===== src/rtl/down_counter_timer.sv =====
// Loadable down counter / interval timer with a one-cycle done pulse on expiry.
// Define DOWN_COUNTER_AUTO_RELOAD_EN to make it a periodic timer that reloads on expiry.
module down_counter_timer #(
   parameter int WIDTH = 4
) (
   input  logic             clock,
   input  logic             reset,
   input  logic             load,
   input  logic [WIDTH-1:0] load_value,
   input  logic             enable,
   output logic [WIDTH-1:0] count,
   output logic             zero,
   output logic             busy,
   output logic             done
);

   typedef enum logic [0:0] {
      IDLE = 1'b0,
      RUN  = 1'b1
   } state_t;

   localparam logic [WIDTH-1:0] ZERO_C = {WIDTH{1'b0}};
   localparam logic [WIDTH-1:0] ONE_C  = {{(WIDTH-1){1'b0}}, 1'b1};

   state_t           state_r;
   logic [WIDTH-1:0] count_r;
   logic             busy_r;
   logic             done_r;
`ifdef DOWN_COUNTER_AUTO_RELOAD_EN
   logic [WIDTH-1:0] reload_r;
`endif

   // Timer state machine: load has priority over enable in both states.
   always_ff @(posedge clock or posedge reset) begin
      if (reset) begin
         state_r  <= IDLE;
         count_r  <= ZERO_C;
         busy_r   <= 1'b0;
         done_r   <= 1'b0;
`ifdef DOWN_COUNTER_AUTO_RELOAD_EN
         reload_r <= ZERO_C;
`endif
      end else begin
         done_r <= 1'b0;
         case (state_r)
            IDLE: begin
               if (load) begin
                  count_r <= load_value;
`ifdef DOWN_COUNTER_AUTO_RELOAD_EN
                  reload_r <= load_value;
`endif
                  if (load_value != ZERO_C) begin
                     state_r <= RUN;
                     busy_r  <= 1'b1;
                  end else begin
                     // A zero-length timer expires on the load edge itself.
                     done_r  <= 1'b1;
                  end
               end else begin
                  count_r <= count_r;
               end
            end
            RUN: begin
               if (load) begin
                  count_r <= load_value;
`ifdef DOWN_COUNTER_AUTO_RELOAD_EN
                  reload_r <= load_value;
`endif
                  if (load_value == ZERO_C) begin
                     done_r  <= 1'b1;
                     state_r <= IDLE;
                     busy_r  <= 1'b0;
                  end else begin
                     busy_r  <= 1'b1;
                  end
               end else if (enable) begin
                  if (count_r == ONE_C) begin
                     done_r  <= 1'b1;
`ifdef DOWN_COUNTER_AUTO_RELOAD_EN
                     count_r <= reload_r;
`else
                     count_r <= ZERO_C;
                     state_r <= IDLE;
                     busy_r  <= 1'b0;
`endif
                  end else if (count_r != ZERO_C) begin
                     count_r <= count_r - ONE_C;
                  end else begin
                     // Unreachable in normal operation; recover to IDLE without wrapping.
                     state_r <= IDLE;
                     busy_r  <= 1'b0;
                  end
               end else begin
                  count_r <= count_r;
               end
            end
            default: begin
               state_r <= IDLE;
               count_r <= ZERO_C;
               busy_r  <= 1'b0;
            end
         endcase
      end
   end

   assign count = count_r;
   assign zero  = (count_r == ZERO_C);
   assign busy  = busy_r;
   assign done  = done_r;

endmodule


===== config.mk =====
export PLATFORM = sky130hd
export DESIGN_NAME = down_counter_timer
export DESIGN_NICKNAME = d
export VERILOG_FILES = /design/src/rtl/down_counter_timer.sv
export SDC_FILE = /design/constraint.sdc
export NUM_CORES = 1
export LEC_CHECK = 0
export ABC_AREA = 1
export BUFFER_PORTS_ARGS = -buffer_cell sky130_fd_sc_hd__buf_2
export CAP_MARGIN = 5
export CORE_AREA = 2 2 39 41
export DETAILED_ROUTE_END_ITERATION = 6
export DIE_AREA = 0 0 41 43
export SYNTH_ARGS = -nofsm -noshare
export SYNTH_HDL_FRONTEND = slang
export SYNTH_SLANG_ARGS = --single-unit
export TNS_END_PERCENT = 20

===== constraint.sdc =====
create_clock -name clock -period 1.6 [get_ports clock]
set_clock_uncertainty 0.05 [all_clocks]
set_input_delay 0.48 -clock clock [delete_from_list [all_inputs] [get_ports clock]]
set_output_delay 0.48 -clock clock [all_outputs]
set_load 0.02 [all_outputs]

# --- After elaboration in Yosys (flattened, before gate mapping) ---
# Index checks and enable logic that the tools add are counted.
word_totals:
  ff_bits: 7
  input_bits: 8
  out_inout_bits: 7
  wordCells: 46
classes:
  n_eq_ne: 6
  n_reduce_logical: 6
  add_sub_neg: 1
  muxes: 28
  bitwise_logic: 1
ops:
  columns: ["operator", "n"]
  rows:
  - ["$mux 4", 5]
  - ["$mux 1", 19]
  - ["$logic_not 4->1", 2]
  - ["$pmux 4 s2", 1]
  - ["$reduce_bool 4->1", 2]
  - ["$pmux 1 s2", 3]
  - ["$eq 4x1->1 const B", 1]
  - ["$ne 2x2->1 const B", 2]
  - ["$ne 4x2->1 const B", 1]
  - ["$ne 4x4->1 const B", 1]
  - ["$reduce_and 4->1", 1]
  - ["$sub 4x1->4 const B", 1]
  - ["$ne 3x3->1 const B", 1]
  - ["$reduce_and 3->1", 1]
  - ["$not 1->1", 1]

# --- Longest topological paths before layout ---
# Gate-level depths: netlist (run 1).
logic_depth:
  word_depth: 6
  depth_mapped: 7

# --- Worst setup path before layout (run 1) ---
# Ideal clock, no wire load.
synth_path:
  kind: "register -> output"
  from: "register count_r[0], in the netlist count[0]"
  to: "output zero"
  slack_ns: 0.041
  path_stages_with_launch: 5
  arrival_ns: 1.029
  path_buffers: 0
  cell_sequence: "dfrtp_1 -> inv_1 -> ha_1 -> nand2_2 -> inv_1"
synth_via:
  elab_chain_cells: 1
synth_rtl:
  columns: ["item", "line", "text"]
  rows:
  - ["from (decl)", "26", "logic [WIDTH-1:0] count_r;"]
  - ["from (signal assigned)", "48", "count_r <= load_value;"]
  - ["from (signal assigned)", "60", "count_r <= count_r;"]
  - ["from (signal assigned)", "65", "count_r <= load_value;"]
  - ["$logic_not 4->1", "107", "assign zero = (count_r == ZERO_C);"]
  - ["to (decl)", "12", "output logic zero,"]
# No other way between the ends.

# --- Final worst setup path (run 1) ---
# Same ends and word-level chain as after synthesis.

==> out/qor.csv, run 1 <==
stage,metric,value,unit
outcome,status,finished with violations,
outcome,failing checks,setup timing,
sta,relative slew slack,80.3,%
floorplanning,initial cell density of the core,33.6,%
placed_design,dpl hpwl,853,um
clocking,CTS Buffer Depth,2,
clocking,CTS tree,yes,
floorplanning,die width,41,um
sta,final hold vios,0,
synth,Syn Nets,75,
sta,# setup viols final,1,
floorplanning,die area,1760,um^2
setup_path,Worst path max stage delay,0.39,ns
synth,Mean Syn Cell Area,7.16,um^2
setup_path,Worst Setup Start Kind,flip-flop,
route,first drt pass iteration count,4,
floorplanning,die height,43,um
setup_path,CP Class,flip-flop to output port,
global_routing,first-pass GRT wire length,1780,um
route,final WL,1180,um
placed_design,gp weighted congestion,0.764,
final_layout,fin nets,107,
sta,Slew @ Worst Pin,0.295,ns
clocking,H-tree levels,1,
clocking,Worst-path clk slew,0.06,ns
route,DRT iter0 DRCs,6,
final_layout,"commonest non-fill, non-tap cell in the layout",nand2_1,
synth,synth warn,0,
pwr,Pwr Density,1480,nW/um^2
global_routing,vias in the first global route,451,
route,total number of vias,512,
global_routing,GRT Residual Overflow,0,
final_layout,area grow syn2layout,52.7,%
setup_path,crit-path cells,"inv_2, ha_4, nand2_4, inv_2, buf_6",
route,antenna-violating nets left,0,
pwr,Leakage,0.410,nW
floorplanning,Core Region,1380,um^2
sta,min Tclk post-route,1.63,ns
placed_design,placed cell count,98,
setup_path,Setup crit end kind,output port,
clocking,"Clk Latency, worst-skew pair",0.26,ns
floorplanning,Boundary Pins,15,
final_layout,Layout Cells excl Fill,112,
synth,Synth Instances,65,
sta,Peak Freq,612,MHz
hold_path,Worst Hold Class,input pin to async pin,
synth,Seq cells post-synth,7,
final_layout,diodes inserted,0,
final_layout,share of cells above drive strength 1,43.8,%
floorplanning,Core Rows,14,
sta,Final WS setup,-0.0333,ns
setup_path,Worst path most repeated cell,inv_2,
setup_path,slowest library cell on the worst path,dfrtp_1,
global_routing,initial antenna violation count,0,
setup_path,"Data required, critical path",1.07,ns
pwr,Max VDD drop,551,uV
setup_path,arrival time of the worst setup path,1.10,ns
sta,RSZ-0062 raised after global routing,true,
placed_design,buffers added on ports,14,
route,WL/cell,10.6,um
clocking,Sink Count,7,
synth,synth unique cells,17,
global_routing,largest net degree at the start of global routing,11,
route,vias per cell,4.57,
sta,hold slack,0.0977,ns
sta,period utilization,102,%
final_layout,"commonest non-fill, non-tap cells in the layout","nand2_1, buf_4, buf_2",
run,# Max-Cap Violations,0,
synth,register area share after synthesis,37.6,%
sta,total negative slack,-0.0333,ns
sta,Final Slew Violations,0,
setup_path,Buf/Inv on CP,3,
global_routing,aggregate global-route resource usage,15.7,%
clocking,CTS root buffer,clkbuf_4,
clocking,total CTS buffers,3,
synth,Mapped Area,465,um^2
route,DRC,0,
setup_path,critical path peak fanout,3,
setup_path,Top delay family on crit path,flip-flops,
-- worst paths after layout --
| path | start | to | slack, ns | depth (start not counted) |
|---|---|---|---|---|
| setup / recovery | count[0] | zero | -0.03 | 5 |
| hold / removal | reset | done | 0.1 | 2 |
| setup reg to reg | count[1] | count[1] | 0.10 | 9 |
| hold reg to reg | busy | busy | 0.42 | 2 |
| max in group asynchronous | reset | count[3] | 1.18 | 2 |
| min in group clock | enable | state_r | 0.39 | 2 |
-- per-layer routing --
metal / routed length (um) / track usage [%]
met2: 566 / 24.4
met3: 33 / 1.57
met5: 0 / 0
met1: 536 / 17.4
met4: 48 / 14.0
-- logic make-up after synthesis --
group                    Yosys count  share of synthesized area (%)
adder cells (fa/ha/maj)            2                           5.38
AO/OA/AOI/OAI                      9                           14.8
AND/OR/NAND/NOR                   35                           31.5
flip-flops                         7                           37.6
XOR/XNOR                           1                           1.88
buffers and inverters             11                           8.87
-- flip-flops by register name (all words and copies together), names as in the netlist --
signal and cells:
state_r 1, busy 1, done 1, count 4
-- stage by stage --
stage	util (%)	instance area [um^2]	power, W	worst slack, ns
final	51.4	711	0.00106	-0.0333
after CTS	48.5	671	0.000982	-0.0121
after floorplan	-	465	0.000544	0.0408
after global routing	51.4	711	0.00113	-0.0824
after detailed placement	41.8	578	0.000691	0.0648
after global placement	41.8	578	0.000691	0.0971
-- repair_timing --
item,in CTS,in global routing
cloned,0,0
hold buffers,0,0
setup buffers,5,5
endpoints found under the setup margin,1,1
pin swaps,2,1
resized for setup,9,1
-- worst register-to-register path, cell delays in order, from the launching register on --
cell	delay (ns)
dfrtp_1	0.36
inv_2	0.06
buf_4	0.12
buf_4	0.12
ha_1	0.20
nand2_1	0.10
nand2_1	0.08
o21ai_2	0.20
nand2_1	0.07
nand2_1	0.07
-- report_power, final --
group | total [W] | switching, W | internal (W)
combinational | 0.000624 | 0.000321 | 0.000303
clock | 0.000173 | 0.0000767 | 0.0000959
sequential | 0.000258 | 0.0000357 | 0.000222
-- area by class of cell --
cell class / instances / area, um^2
fill: 129 / 673
multi-input combinational: 47 / 272
timing repair buffer: 27 / 176
sequential: 7 / 175
inverter: 11 / 41.3
clock buffer: 4 / 26.3
tap: 16 / 20.0
-- cells in the mapped netlist --
cell type / instances / area (um^2)
a21boi_2: 1 / 11.3
a21oi_2: 1 / 8.76
dfrtp_1: 7 / 175
ha_1: 2 / 25.0
inv_1: 10 / 37.5
inv_2: 1 / 3.75
nand2_1: 25 / 93.8
nand2_2: 2 / 12.5
nand3_1: 4 / 20.0
nand4_1: 1 / 6.26
nor2_1: 2 / 7.51
nor2_2: 1 / 6.26
o211ai_1: 1 / 7.51
o21ai_0: 3 / 15.0
o21ai_2: 2 / 17.5
o32ai_1: 1 / 8.76
xnor2_1: 1 / 8.76
Power figures use the tool's default switching activity.
==> inputs of run 2 (changes only) <==
==> constraint.sdc (replaced) <==
create_clock -name clock -period 1.9 [get_ports clock]
set_clock_uncertainty 0.05 [all_clocks]
set_input_delay 0.57 -clock clock [delete_from_list [all_inputs] [get_ports clock]]
set_output_delay 0.57 -clock clock [all_outputs]
set_load 0.02 [all_outputs]
==> run 2 against run 1 <==
  * The run now ends clean
  * Flip-flop and latch count unchanged
  * Final area down 15%
  * Worst hold slack better by 0.098 ns
  * Via count down 10%
  * Final cell count down 9.8%
  * Combinational power down 45%
  * Wire length down 15%
  * Count of clock-buffer cells in the layout unchanged
  * Worst setup slack better by 0.098 ns
  * Sequential power down 12%
  * Clock power down 20%
  * Core utilization down 7.9 points
  * Critical endpoint unchanged
  * Largest power group unchanged
==> out/qor.csv, run 2 (same netlist as run 1, synthesis figures left out) <==
stage,metric,value,unit
outcome,status,finished clean,
global_routing,largest net degree at the start of global routing,11,
floorplanning,die width,41,um
clocking,"Clk Latency, worst-skew pair",0.25,ns
floorplanning,die area,1760,um^2
pwr,Switching Fraction,43.2,%
setup_path,crit-path cells,"inv_2, ha_2, nand2_2, inv_1, buf_4",
route,DRT iter0 DRCs,8,
final_layout,Layout Cells excl Fill,101,
pwr,Psw,0.000306,W
pwr,Pwr Density,1180,nW/um^2
floorplanning,die height,43,um
setup_path,critical path peak fanout,3,
floorplanning,initial cell density of the core,33.6,%
clocking,CTS Buffer Depth,2,
sta,final hold vios,0,
sta,min Tclk post-route,1.84,ns
sta,Peak Freq,545,MHz
clocking,cts hold-fix bufs,0,
final_layout,fin nets,96,
setup_path,r2r setup slk,0.52,ns
pwr,clock network power share,19.5,%
clocking,H-tree levels,1,
setup_path,CP Class,flip-flop to output port,
setup_path,"Data required, critical path",1.28,ns
final_layout,max reg flops,4,
placed_design,buffers added on ports,14,
sta,Final Slew Violations,0,
final_layout,"commonest non-fill, non-tap cell in the layout",nand2_1,
global_routing,aggregate global-route resource usage,13.4,%
floorplanning,Core Region,1380,um^2
floorplanning,Core Rows,14,
pwr,combinational group share of total power,48.7,%
pwr,internal power,0.000402,W
setup_path,slowest library cell on the worst path,dfrtp_1,
pwr,Leakage,0.348,nW
route,DRC,0,
placed_design,placed cell count,95,
setup_path,R2R cell count,7,
clocking,total CTS buffers,3,
final_layout,"commonest non-fill, non-tap cells in the layout","nand2_1, buf_2, inv_1",
final_layout,FILL cells,164,
route,final WL,1010,um
route,vias per cell,4.55,
run,# Max-Cap Violations,0,
final_layout,area grow syn2layout,29.3,%
global_routing,vias in the first global route,392,
sta,period utilization,96.6,%
clocking,CTS root buffer,clkbuf_4,
route,total number of vias,460,
final_layout,"Design Area, Final",602,um^2
sta,Slew @ Worst Pin,0.288,ns
placed_design,gp weighted congestion,0.784,
route,antenna-violating nets left,0,
placed_design,dpl hpwl,817,um
setup_path,Worst Setup Start Kind,flip-flop,
final_layout,share of cells above drive strength 1,35.3,%
setup_path,Setup crit end kind,output port,
final_layout,diodes inserted,0,
sta,total negative slack,0,ns
global_routing,GRT Residual Overflow,0,
pwr,Max VDD drop,588,uV
setup_path,arrival time of the worst setup path,1.22,ns
floorplanning,Boundary Pins,15,
sta,RSZ-0062 raised after global routing,false,
route,first drt pass iteration count,3,
clocking,Sink Count,7,
sta,relative slew slack,80.8,%
global_routing,first-pass GRT wire length,1570,um
pwr,sequential power share,31.9,%
hold_path,Worst Hold Class,input pin to async pin,
route,WL/cell,9.97,um
placed_design,Area after DPL,556,um^2
global_routing,initial antenna violation count,0,
clocking,Worst-path clk slew,0.06,ns
clocking,CTS tree,yes,
setup_path,Worst path max stage delay,0.40,ns
sta,# setup viols final,0,
-- run 2: path summary, 6_finish.rpt --
kind | from | end
worst max-delay path | count[1] | zero
worst min-delay path | reset | done
worst max register to register | count[0] | count[2]
worst min register to register | busy | busy
max in group asynchronous | reset | count[2]
min in group clock | busy | busy
-- run 2: routing by layer --
metal | up-vias | share of wire, % | GRT usage (%)
li1 | 246 | - | -
met1 | 205 | 48 | 17.0
met2 | 7 | 47 | 19.7
met3 | 2 | 2.7 | 1.57
met4 | 0 | 2.5 | 10.0
met5 | - | 0 | 0
-- run 2: critical path: cells and delay by family, from the launching register on --
family	cells	cell delay [ns]
DFF	1	0.40
and+or+nand+nor	1	0.07
buffers and inverters	3	0.31
adders and majority gates	1	0.19
-- run 2: repair_timing --
item                       in CTS  in global routing
gates resized for setup         1                  3
setup endpoints to repair       1                  1
setup buffers                   1                  1
hold endpoints to repair        0                  0
pin swaps                       0                  1
-- run 2: per-stage QoR --
step	util [%]	total power [W]	setup slack (ns)	hold WS, ns
after floorplan	-	0.000458	0.251	0.323
after global placement	40.1	0.000548	0.270	0.409
after detailed placement	40.1	0.000545	0.229	0.419
after CTS	42.8	0.000696	0.0131	0.205
after global routing	43.5	0.000771	0.00629	0.226
final	43.5	0.000708	0.0644	0.196
-- run 2: cell type report --
cell class | instances | area, um^2 | area share [%]
Clock buffer | 4 | 26.3 | 4.37
Inverter | 11 | 41.3 | 6.86
Multi-Input combinational cell | 47 | 251 | 41.8
Sequential cell | 7 | 175 | 29.1
Tap cell | 16 | 20.0 | 3.33
Timing Repair Buffer | 16 | 87.6 | 14.6
-- run 2: power by group through the flow --
stage | Sequential, W | Combinational [W] | Clock, W
global route | 0.000232 | 0.000387 | 0.000152
CTS | 0.000225 | 0.000331 | 0.000141
global placement | 0.000230 | 0.000317 | 0
detailed placement | 0.000232 | 0.000313 | 0
floorplan | 0.000270 | 0.000188 | 0
finish | 0.000226 | 0.000345 | 0.000138
